===== src/rtl/sum4_rr_sched.sv =====
// Round-robin front end that shares one sequential 4-operand sum engine among NREQ clients.
// Optional watchdog on the engine wait, enabled with `define SCHED_TIMEOUT_EN.
module sum4_rr_sched #(
  parameter int WIDTH   = 4,
  parameter int NREQ    = 3,
  parameter int IDW     = 2,
  parameter int TIMEOUT = 15
) (
  input  logic                  clk,
  input  logic                  rst_n,
  input  logic [NREQ-1:0]       req,
  input  logic [NREQ*WIDTH-1:0] op_a,
  input  logic [NREQ*WIDTH-1:0] op_b,
  input  logic [NREQ*WIDTH-1:0] op_c,
  input  logic [NREQ*WIDTH-1:0] op_d,
  output logic [NREQ-1:0]       gnt,
  output logic                  busy,
  output logic [WIDTH+1:0]      res,
  output logic [IDW-1:0]        res_id,
  output logic                  res_valid,
  output logic                  err,
  output logic                  eng_start,
  output logic [WIDTH-1:0]      eng_a,
  output logic [WIDTH-1:0]      eng_b,
  output logic [WIDTH-1:0]      eng_c,
  output logic [WIDTH-1:0]      eng_d,
  input  logic [WIDTH+1:0]      eng_f,
  input  logic                  eng_valid
);

  typedef enum logic [1:0] {IDLE, ISSUE, WAIT} state_t;

  state_t           state_q, state_d;
  logic [IDW-1:0]   ptr_q, ptr_d, id_q, id_d, res_id_q, res_id_d;
  logic [WIDTH-1:0] eng_a_q, eng_a_d, eng_b_q, eng_b_d, eng_c_q, eng_c_d, eng_d_q, eng_d_d;
  logic [WIDTH+1:0] res_q, res_d;
  logic             res_valid_q, res_valid_d, err_q, err_d;

  logic             found;
  logic [IDW-1:0]   win, ptr_nxt;
  logic [WIDTH-1:0] sel_a, sel_b, sel_c, sel_d;
  logic             timeout_hit;

`ifdef SCHED_TIMEOUT_EN
  localparam int CW = $clog2(TIMEOUT + 1);
  logic [CW-1:0] cnt_q, cnt_d;

  assign timeout_hit = (cnt_q == CW'(TIMEOUT - 1));

  always_ff @(posedge clk or negedge rst_n) begin
    if (!rst_n) cnt_q <= '0;
    else        cnt_q <= cnt_d;
  end

  always_comb begin
    cnt_d = cnt_q;
    if (state_q == ISSUE)     cnt_d = '0;
    else if (state_q == WAIT) cnt_d = cnt_q + 1'b1;
  end
`else
  logic unused_timeout;
  assign unused_timeout = (TIMEOUT > 0);
  assign timeout_hit    = 1'b0;
`endif

  // Two-pass scan: first requester at or above ptr, otherwise the lowest one (wrap-around).
  always_comb begin
    found = 1'b0;
    win   = '0;
    for (int j = 0; j < NREQ; j++) begin
      if (!found && req[j] && (IDW'(j) >= ptr_q)) begin
        found = 1'b1;
        win   = IDW'(j);
      end
    end
    for (int j = 0; j < NREQ; j++) begin
      if (!found && req[j]) begin
        found = 1'b1;
        win   = IDW'(j);
      end
    end
  end

  always_comb begin
    sel_a = '0;
    sel_b = '0;
    sel_c = '0;
    sel_d = '0;
    for (int j = 0; j < NREQ; j++) begin
      if (win == IDW'(j)) begin
        sel_a = op_a[j*WIDTH +: WIDTH];
        sel_b = op_b[j*WIDTH +: WIDTH];
        sel_c = op_c[j*WIDTH +: WIDTH];
        sel_d = op_d[j*WIDTH +: WIDTH];
      end
    end
  end

  assign ptr_nxt = (id_q == IDW'(NREQ - 1)) ? '0 : id_q + 1'b1;

  always_comb begin
    state_d     = state_q;
    ptr_d       = ptr_q;
    id_d        = id_q;
    eng_a_d     = eng_a_q;
    eng_b_d     = eng_b_q;
    eng_c_d     = eng_c_q;
    eng_d_d     = eng_d_q;
    res_d       = res_q;
    res_id_d    = res_id_q;
    res_valid_d = 1'b0;
    err_d       = 1'b0;
    gnt         = '0;
    eng_start   = 1'b0;
    case (state_q)
      IDLE: begin
        if (found) begin
          for (int j = 0; j < NREQ; j++) gnt[j] = (win == IDW'(j));
          eng_a_d = sel_a;
          eng_b_d = sel_b;
          eng_c_d = sel_c;
          eng_d_d = sel_d;
          id_d    = win;
          state_d = ISSUE;
        end
      end
      ISSUE: begin
        eng_start = 1'b1;
        state_d   = WAIT;
      end
      WAIT: begin
        if (eng_valid) begin
          res_d       = eng_f;
          res_id_d    = id_q;
          res_valid_d = 1'b1;
          ptr_d       = ptr_nxt;
          state_d     = IDLE;
        end else if (timeout_hit) begin
          res_d       = '0;
          res_id_d    = id_q;
          res_valid_d = 1'b1;
          err_d       = 1'b1;
          ptr_d       = ptr_nxt;
          state_d     = IDLE;
        end
      end
      default: state_d = IDLE;
    endcase
  end

  always_ff @(posedge clk or negedge rst_n) begin
    if (!rst_n) begin
      state_q     <= IDLE;
      ptr_q       <= '0;
      id_q        <= '0;
      eng_a_q     <= '0;
      eng_b_q     <= '0;
      eng_c_q     <= '0;
      eng_d_q     <= '0;
      res_q       <= '0;
      res_id_q    <= '0;
      res_valid_q <= 1'b0;
      err_q       <= 1'b0;
    end else begin
      state_q     <= state_d;
      ptr_q       <= ptr_d;
      id_q        <= id_d;
      eng_a_q     <= eng_a_d;
      eng_b_q     <= eng_b_d;
      eng_c_q     <= eng_c_d;
      eng_d_q     <= eng_d_d;
      res_q       <= res_d;
      res_id_q    <= res_id_d;
      res_valid_q <= res_valid_d;
      err_q       <= err_d;
    end
  end

  assign busy      = (state_q != IDLE);
  assign eng_a     = eng_a_q;
  assign eng_b     = eng_b_q;
  assign eng_c     = eng_c_q;
  assign eng_d     = eng_d_q;
  assign res       = res_q;
  assign res_id    = res_id_q;
  assign res_valid = res_valid_q;
  assign err       = err_q;

endmodule


===== config.mk =====
export PLATFORM = sky130hd
export DESIGN_NAME = sum4_rr_sched
export DESIGN_NICKNAME = d
export VERILOG_FILES = /design/src/rtl/sum4_rr_sched.sv
export SDC_FILE = /design/constraint.sdc
export NUM_CORES = 1
export LEC_CHECK = 0
export CORE_UTILIZATION = 40
export DETAILED_ROUTE_END_ITERATION = 6
export PLACE_DENSITY_LB_ADDON = 0.05
export SLEW_MARGIN = 20
export SYNTH_ARGS = -nofsm -noshare
export SYNTH_HDL_FRONTEND = slang
export SYNTH_SLANG_ARGS = --single-unit

===== constraint.sdc =====
create_clock -name clk -period 4.1 [get_ports clk]
set_input_delay 1.025 -clock clk [delete_from_list [all_inputs] [get_ports clk]]
set_output_delay 1.025 -clock clk [all_outputs]
set_load 0.01 [all_outputs]

==> results of run 1 <==
final timing paths:
path,start,to,slack (ns),depth (start not counted)
worst max-delay path,req[2],gnt[1],0.33,5
worst min-delay path,res_id[1]$_DFFE_PN0P_,res_id[1]$_DFFE_PN0P_,0.48,2
worst max register to register,state_q[0]$_DFFE_PN0P_,eng_d[0]$_DFFE_PN0P_,2.24,6
worst min register to register,res_id[1]$_DFFE_PN0P_,res_id[1]$_DFFE_PN0P_,0.48,2
max in group asynchronous,rst_n,eng_b[3]$_DFFE_PN0P_,2.67,2
min in group asynchronous,rst_n,eng_b[2]$_DFFE_PN0P_,1.13,2
cell usage in the layout, fill, tap and decap left out, types with 2 or more instances in the layout:
master and instances:
a21o_1 2, a21oi_1 12, a221oi_1 2, a221oi_2 10
buf_4 10, clkbuf_8 5, clkdlybuf4s50_1 89, dfrtp_1 31
inv_1 14, nand2_1 55, nand2b_1 4, nor2_1 14
nor3_1 2, o21ai_0 8, o21ai_1 6, o22a_1 4
o31ai_1 9, o32ai_1 4
stage by stage:
step                cell area (µm²)   util  hold slack [ns]  power (mW)  instances
floorplan                      1840      -            0.468        1.09        207
finish                         2860  0.651            0.479        1.75        353
global route                   2860  0.651            0.512        1.88        353
CTS                            2860  0.651            0.484        1.77        353
detailed placement             2770  0.632            0.464        1.52        345
global placement               2770  0.632            0.460        1.51        345
state kept, by name (all words and copies together) (netlist names), 2 cells and up:
name,flops
state_q,2
eng_a,4
res_id,2
ptr_q,2
eng_c,4
eng_d,4
eng_b,4
id_q,2
res,6
cells by family (layout without fill, tap and decap cells):
logic type	count (synthesis)	in the layout
other cells	1	1
flops	31	31
buf+inv	29	123
compound gates	63	63
simple gates	83	83
report_power, final:
group | total [mW] | internal [mW] | switching [mW]
logic | 0.967 | 0.500 | 0.466
clock network | 0.233 | 0.118 | 0.115
registers | 0.547 | 0.454 | 0.0926
tightest hold or removal path: cells and delay by family (launching register included):
family           cells  cell delay, ns
and+or+nand+nor      2            0.10
DFF                  1            0.34
synth_stat cells, drive strengths merged, types with 3 or more instances:
cell type / number / area [µm²]
buf: 11 / 95.1
a21oi: 13 / 76.3
o31ai: 9 / 67.6
inv: 15 / 58.8
nand2: 55 / 206
o22a: 4 / 35.0
nand2b: 4 / 25.0
o21ai: 16 / 95.1
nor2: 14 / 52.6
dfrtp: 31 / 776
o32ai: 4 / 35.0
a21o: 3 / 30.0
a221oi: 12 / 168
per-layer routing:
| layer | vias up | wire length [µm] |
|---|---|---|
| li1 | 903 | - |
| met1 | 850 | 2370 |
| met2 | 78 | 2170 |
| met3 | 5 | 388 |
| met4 | 0 | 58 |
| met5 | - | 0 |
cell type report:
| cell class | count | area (µm²) | area share |
|---|---|---|---|
| repair buffers | 99 | 966 | 0.338 |
| clock buffers | 6 | 72.6 | 0.0254 |
| multi-input cells | 147 | 901 | 0.316 |
| inverters | 16 | 62.6 | 0.0219 |
| well taps | 52 | 65.1 | 0.0228 |
| flip-flops and latches | 31 | 776 | 0.272 |
| clock inverters | 2 | 12.5 | 0.00438 |
==> results.sh, run 1 <==
export IMPL_path_clk_slew_ns=0.07
export IMPL_ys_warn_count=0
export IMPL_die_area_um2=4880
export IMPL_area_delta_synth_final_pct=55.0
export IMPL_cp_arrival_ns=2.74
export IMPL_drv_slew=0
export IMPL_ir_drop_mv=0.328
export IMPL_wire_per_inst_um=14.1
export IMPL_cp_slowest_cell="clkdlybuf4s50_1"
export IMPL_fin_crit_ns=3.77
export IMPL_gr_total_overflow=0
export IMPL_initialDrtViolationCount=68
export IMPL_synth_xor_area_frac=0
export IMPL_die_height_um=69.9
export IMPL_viasPerCell=5.20
export IMPL_met1_usage=0.312
export IMPL_grt_start_max_net_pins=32
export IMPL_wirelength_um=4990
export IMPL_grtUsageMet2=0.332
export IMPL_timing_fmax_mhz=265
export IMPL_place_ws_ns=0.340
export IMPL_cts_setup_buffers=0
export IMPL_hold_buffers=0
export IMPL_ios=91
export IMPL_initial_utilization=0.420
export IMPL_rsz0062_at_grt="false"
export IMPL_n_fill_cell=382
export IMPL_fin_tns_setup_ns=0
export IMPL_timing_final_crit_share=0.919
export IMPL_drc=0
export IMPL_grt_pass1_wl_um=8660
export IMPL_synth_edf_count=0
export IMPL_hp_class="flip-flop to flip-flop"
export IMPL_h_tree_depth=2
export IMPL_max_stage_delay_ns=0.61
export IMPL_syn_area_per_cell_um2=8.90
export IMPL_cp_top_family="buffers and inverters"
export IMPL_cp_max_fo=5
export IMPL_endpoint_kind="primary output"
export IMPL_cp_cell_sequence="clkdlybuf4s50_1 > or2_1 > o21ai_2 > nor3_1 > clkdlybuf4s50_1"
export IMPL_vias=1836
export IMPL_synth_compound_area_share=0.297
export IMPL_cts_buffers=5
export IMPL_grt_pass1_vias=1841
export IMPL_synth_fa_ha_area_frac=0
export IMPL_outcome="finished, final reports clean"
export IMPL_antenna_found_initial=0
export IMPL_top_usage_layer="met2"
export IMPL_cts_tree="built"
export IMPL_clockRootBuffer="clkbuf_8"
export IMPL_synth_top_flop_cell="dfrtp_1"
export IMPL_ant_nets=0
export IMPL_port_buffers=89
export IMPL_synth_top_family_by_area="compound AO/OA/AOI/OAI gates"
export IMPL_grtUsageMet3=0.0693
export IMPL_fin_nets=360
export IMPL_hold_viol=0
export IMPL_setup_viol=0
export IMPL_design_core_area_um2=4380
export IMPL_clockBufferDepth=2
export IMPL_num_rows=24
export IMPL_clock_skew_ns=0.00363
export IMPL_start_kind="primary input"
export IMPL_crit_required_ns=3.07
export IMPL_grtUsageTotal=0.222
export IMPL_netlist_instances=207
export IMPL_cts_resized=0
export IMPL_ys_ff_latch=31
export IMPL_syn_nets=267
export IMPL_syn_area_um2=1840
export IMPL_fp_dieW_um=69.9
export IMPL_ys_seq_area_frac=0.421
export IMPL_path_class="primary input to primary output"
export IMPL_yosysUniqueCellTypes=36
export IMPL_place_gp_congestion=0.791
export IMPL_drive_gt1_frac=0.120
export IMPL_yosys_area_share_simple=0.190
export IMPL_synthArstFlopShare=1.00
export IMPL_p_leak_nw=1.26
export IMPL_worst_path_buf_inv=2
export IMPL_cts_sinks=31
export IMPL_firstDrtPassIters=4
export IMPL_crit_path_frequent_cell="clkdlybuf4s50_1"
export IMPL_setup_slack_ns=0.332
export IMPL_clock_latency_ns=0.28
export IMPL_p_per_area_nw_per_um2=612
export IMPL_dp_hpwl_um=3560
export IMPL_diodes=0
export IMPL_synth_area_mux_share=0
export IMPL_max_cap_viol_count=0
(Power assumes the default switching activity.)
==> run 2: changes to the inputs <==
Settings changed: CORE_ASPECT_RATIO set to 0.9.
==> run 2 against run 1 <==
Against the previous run: clock skew up 0.0021 ns; final cell count is 2.5% higher; maximum frequency is 1.8% lower; critical endpoint unchanged.
==> results.sh, run 2 (same netlist as run 1, synthesis figures left out) <==
export IMPL_outcome="finished, final reports clean"
export IMPL_drc=0
export IMPL_die_height_um=66.4
export IMPL_grtUsageTotal=0.219
export IMPL_tightestPinTransition_ns=0.505
export IMPL_initialDrtViolationCount=95
export IMPL_cts_buffers=5
export IMPL_fin_tns_setup_ns=0
export IMPL_cts_resized=0
export IMPL_cts_tree="built"
export IMPL_max_stage_delay_ns=0.61
export IMPL_diodes=0
export IMPL_clockRootBuffer="clkbuf_8"
export IMPL_wire_per_inst_um=13.8
export IMPL_ir_drop_mv=0.347
export IMPL_r2r_start="state_q[0]$_DFFE_PN0P_"
export IMPL_p_per_area_nw_per_um2=611
export IMPL_largest_reg_flops=6
export IMPL_start_kind="primary input"
export IMPL_crit_required_ns=3.07
export IMPL_path_class="primary input to primary output"
export IMPL_wirelength_um=5010
export IMPL_layout_common_cells="clkdlybuf4s50_1, nand2_1, dfrtp_1"
export IMPL_cp_arrival_ns=2.81
export IMPL_r2r_setup_slack_ns=2.31
export IMPL_initial_utilization=0.416
export IMPL_cp_slowest_cell="clkdlybuf4s50_1"
export IMPL_design_core_area_um2=4430
export IMPL_place_ws_ns=0.294
export IMPL_endpoint_kind="primary output"
export IMPL_fp_dieW_um=73.5
export IMPL_cts_sinks=31
export IMPL_cp_cell_sequence="clkdlybuf4s50_1 > or2_1 > o21ai_2 > nor3_1 > clkdlybuf4s50_1"
export IMPL_cp_max_fo=5
export IMPL_final_common_cell="clkdlybuf4s50_1"
export IMPL_max_cap_viol_count=0
export IMPL_viasPerCell=4.94
export IMPL_path_clk_slew_ns=0.07
export IMPL_vias=1788
export IMPL_setup_slack_ns=0.261
export IMPL_num_rows=23
export IMPL_grt_start_max_net_pins=32
export IMPL_rsz0062_at_grt="false"
export IMPL_firstDrtPassIters=4
export IMPL_drv_slew=0
export IMPL_antenna_found_initial=0
export IMPL_place_gp_congestion=0.868
export IMPL_gr_total_overflow=0
export IMPL_clock_latency_ns=0.28
export IMPL_fin_nets=359
export IMPL_crit_path_frequent_cell="clkdlybuf4s50_1"
export IMPL_ant_nets=0
export IMPL_n_fill_cell=401
export IMPL_cts_setup_buffers=0
export IMPL_port_buffers=89
export IMPL_clock_skew_ns=0.00572
export IMPL_ios=91
export IMPL_hp_start="eng_a[1]$_DFFE_PN0P_"
export IMPL_clockBufferDepth=2
export IMPL_worst_path_buf_inv=2
export IMPL_p_leak_nw=1.26
export IMPL_area_delta_synth_final_pct=55.3
export IMPL_crit_start="req[1]"
export IMPL_dp_hpwl_um=3570
export IMPL_grt_pass1_wl_um=8020
export IMPL_fin_crit_ns=3.84
export IMPL_timing_fmax_mhz=260
export IMPL_hold_viol=0
export IMPL_cp_top_family="buffers and inverters"
export IMPL_grt_pass1_vias=1684
export IMPL_drive_gt1_frac=0.117
export IMPL_maxSlewHeadroom=0.662
export IMPL_setup_viol=0
export IMPL_hp_class="flip-flop to flip-flop"
export IMPL_timing_final_crit_share=0.936
export IMPL_hold_buffers=0
export IMPL_die_area_um2=4880
export IMPL_h_tree_depth=2
## run 2: final timing paths
| kind | endpoint | cells past startpoint |
|---|---|---|
| worst max-delay path | gnt[1] | 5 |
| worst min-delay path | eng_a[1]$_DFFE_PN0P_ | 2 |
| worst max register to register | eng_d[1]$_DFFE_PN0P_ | 6 |
| worst min register to register | eng_a[1]$_DFFE_PN0P_ | 2 |
| max in group asynchronous | eng_d[0]$_DFFE_PN0P_ | 2 |
| min in group asynchronous | eng_a[2]$_DFFE_PN0P_ | 2 |
## run 2: tightest hold or removal path, stage by stage (launching register included)
cell and delay, ns:
dfrtp_1 0.34, nand2_1 0.05, o31ai_1 0.05
## run 2: layout make-up
cell class | count | area [µm²] | area share
timing repair buffer | 98 | 958 | 0.335
multi-input combinational | 147 | 901 | 0.315
sequential | 31 | 776 | 0.271
tap | 62 | 77.6 | 0.0271
clock buffer | 6 | 72.6 | 0.0254
inverter | 16 | 62.6 | 0.0219
clock inverter | 2 | 12.5 | 0.00437
## run 2: power breakdown
group	switching, mW	internal (mW)	total [mW]
clock network	0.116	0.118	0.234
registers	0.0940	0.454	0.548
logic	0.464	0.500	0.964
total	0.674	1.07	1.75
## run 2: metrics by stage
step           power, mW  instances  hold WS (ns)  area (µm²)   util
2_1_floorplan       1.09        207         0.468        1840      -
3_3_place_gp        1.51        354         0.461        2780  0.626
3_5_place_dp        1.52        354         0.462        2780  0.626
4_1_cts             1.76        362         0.479        2860  0.645
5_1_grt             1.88        362         0.513        2860  0.645
6_report            1.75        362         0.474        2860  0.645
## run 2: layer usage
metal / track usage / part of all wire / wire, µm
met4: 0.0721 / 0.0092 / 46
met3: 0.0549 / 0.068 / 339
met2: 0.322 / 0.44 / 2180
met1: 0.311 / 0.49 / 2440
met5: 0 / 0 / 0
==> run 3: changes to the inputs <==
Settings changed: GPL_TIMING_DRIVEN set to 0.
Clock period 4.1 ns to 4.6 ns, I/O delays scaled along.
==> run 3 against run 2 <==
Against the previous run: non-clock buffer count is 4 higher; first-iteration DRC count is 14% lower; core utilization is 1.3 points higher; total power is 5.9% lower; largest cell class unchanged.
==> results.sh, run 3 (same netlist as run 1, synthesis figures left out) <==
export IMPL_drv_slew=0
export IMPL_cts_resized=0
export IMPL_ios=91
export IMPL_layout_common_cells="clkdlybuf4s50_1, nand2_1, dfrtp_1"
export IMPL_clockRootBuffer="clkbuf_8"
export IMPL_path_clk_slew_ns=0.07
export IMPL_fin_tns_setup_ns=0
export IMPL_diodes=0
export IMPL_cp_arrival_ns=3.30
export IMPL_initialDrtViolationCount=82
export IMPL_firstDrtPassIters=4
export IMPL_tightestPinTransition_ns=0.695
export IMPL_die_height_um=66.4
export IMPL_cts_setup_buffers=0
export IMPL_cp_slowest_cell="clkdlybuf4s50_1"
export IMPL_outcome="finished, final reports clean"
export IMPL_cp_max_fo=10
export IMPL_seqCellArea_um2=776
export IMPL_clock_skew_ns=0.00925
export IMPL_grtUsageTotal=0.225
export IMPL_design_core_area_um2=4430
export IMPL_vias=1831
export IMPL_p_leak_nw=1.29
export IMPL_cts_tree="built"
export IMPL_gr_total_overflow=0
export IMPL_largest_reg_flops=6
export IMPL_fin_crit_ns=4.45
export IMPL_max_stage_delay_ns=0.57
export IMPL_num_rows=23
export IMPL_hp_class="flip-flop to flip-flop"
export IMPL_wire_per_inst_um=13.8
export IMPL_worst_path_buf_inv=4
export IMPL_area_delta_synth_final_pct=58.4
export IMPL_grt_pass1_wl_um=8180
export IMPL_antenna_found_initial=0
export IMPL_die_area_um2=4880
export IMPL_multiInputGateArea_um2=901
export IMPL_ir_drop_mv=0.331
export IMPL_port_buffers=89
export IMPL_path_class="primary input to primary output"
export IMPL_hold_viol=0
export IMPL_ant_nets=0
export IMPL_cts_buffers=5
export IMPL_cts_sinks=31
export IMPL_grt_pass1_vias=1765
export IMPL_drive_gt1_frac=0.128
export IMPL_timing_fmax_mhz=225
export IMPL_max_cap_viol_count=0
export IMPL_viasPerCell=5.00
export IMPL_final_common_cell="clkdlybuf4s50_1"
export IMPL_dp_hpwl_um=3680
export IMPL_place_gp_congestion=0.875
export IMPL_cp_top_family="buffers and inverters"
export IMPL_fin_nets=363
export IMPL_setup_slack_ns=0.153
export IMPL_clockBufferDepth=2
export IMPL_fp_dieW_um=73.5
export IMPL_place_ws_ns=0.138
export IMPL_start_kind="primary input"
export IMPL_endpoint_kind="primary output"
export IMPL_drc=0
export IMPL_h_tree_depth=2
export IMPL_timing_final_crit_share=0.967
export IMPL_initial_utilization=0.416
export IMPL_rsz0062_at_grt="false"
export IMPL_n_fill_cell=401
export IMPL_crit_required_ns=3.45
export IMPL_grt_start_max_net_pins=32
export IMPL_maxSlewHeadroom=0.537
export IMPL_clock_latency_ns=0.29
export IMPL_p_per_area_nw_per_um2=563
export IMPL_setup_viol=0
export IMPL_hold_buffers=0
export IMPL_cp_cell_sequence="clkdlybuf4s50_1 > nand2b_1 > buf_6 > a21o_4 > a21oi_4 > buf_6 > clkdlybuf4s50_1"
export IMPL_wirelength_um=5060
run 3: changes by cell type in the layout (fill, tap and decap cells not counted), sizes merged:
cell	delta
clkinvlp	-1
clkbuf	+1
buf	+3
clkdlybuf4s50	-1
bufinv	+1
clkinv	+1
run 3: power breakdown:
part / switching, mW / leakage (nW) / internal, mW
Combinational: 0.420 / 0.859 / 0.463
Sequential: 0.0823 / 0.374 / 0.405
Clock: 0.113 / 0.0581 / 0.161
Total: 0.615 / 1.29 / 1.03
run 3: final timing paths:
path                                         from              endpoint  slack (ns)  depth (start not counted)
setup / recovery                           req[1]                gnt[2]        0.15                          7
hold / removal                 res[0]$_DFFE_PN0P_    res[0]$_DFFE_PN0P_        0.48                          2
setup reg to reg           state_q[0]$_DFFE_PN0P_  eng_c[2]$_DFFE_PN0P_        2.94                          6
hold reg to reg                res[0]$_DFFE_PN0P_    res[0]$_DFFE_PN0P_        0.48                          2
max in group asynchronous                   rst_n  eng_b[0]$_DFFE_PN0P_        3.25                          1
min in group asynchronous                   rst_n  ptr_q[1]$_DFFE_PN0P_        0.91                          1
run 3: worst min-delay path: cells and delay by family (launching register included):
family | cells | cell delay, ns
and+or+nand+nor | 2 | 0.10
DFF | 1 | 0.34
run 3: area by class of cell:
class,instances,area share
well taps,62,0.0266
flip-flops and latches,31,0.266
clock buffers,5,0.0236
repair buffers,89,0.304
inverters,16,0.0214
clock inverters,3,0.0150
plain buffers,13,0.0352
multi-input cells,147,0.309
run 3: layer usage:
layer	vias up	global-route usage	share of wire	wire, µm
met2	73	0.354	0.44	2230
li1	903	-	-	-
met4	0	0.0938	0.016	82
met5	-	0	0	0
met1	844	0.288	0.46	2350
met3	11	0.0625	0.078	397
run 3: through the flow:
stage / power [mW] / std cells / area, µm² / hold WS, ns / util
6_report: 1.64 / 366 / 2920 / 0.475 / 0.658
5_1_grt: 1.76 / 366 / 2920 / 0.508 / 0.658
4_1_cts: 1.65 / 366 / 2920 / 0.480 / 0.658
3_5_place_dp: 1.38 / 358 / 2810 / 0.462 / 0.633
3_3_place_gp: 1.37 / 358 / 2810 / 0.460 / 0.634
2_1_floorplan: 0.975 / 207 / 1840 / 0.468 / -
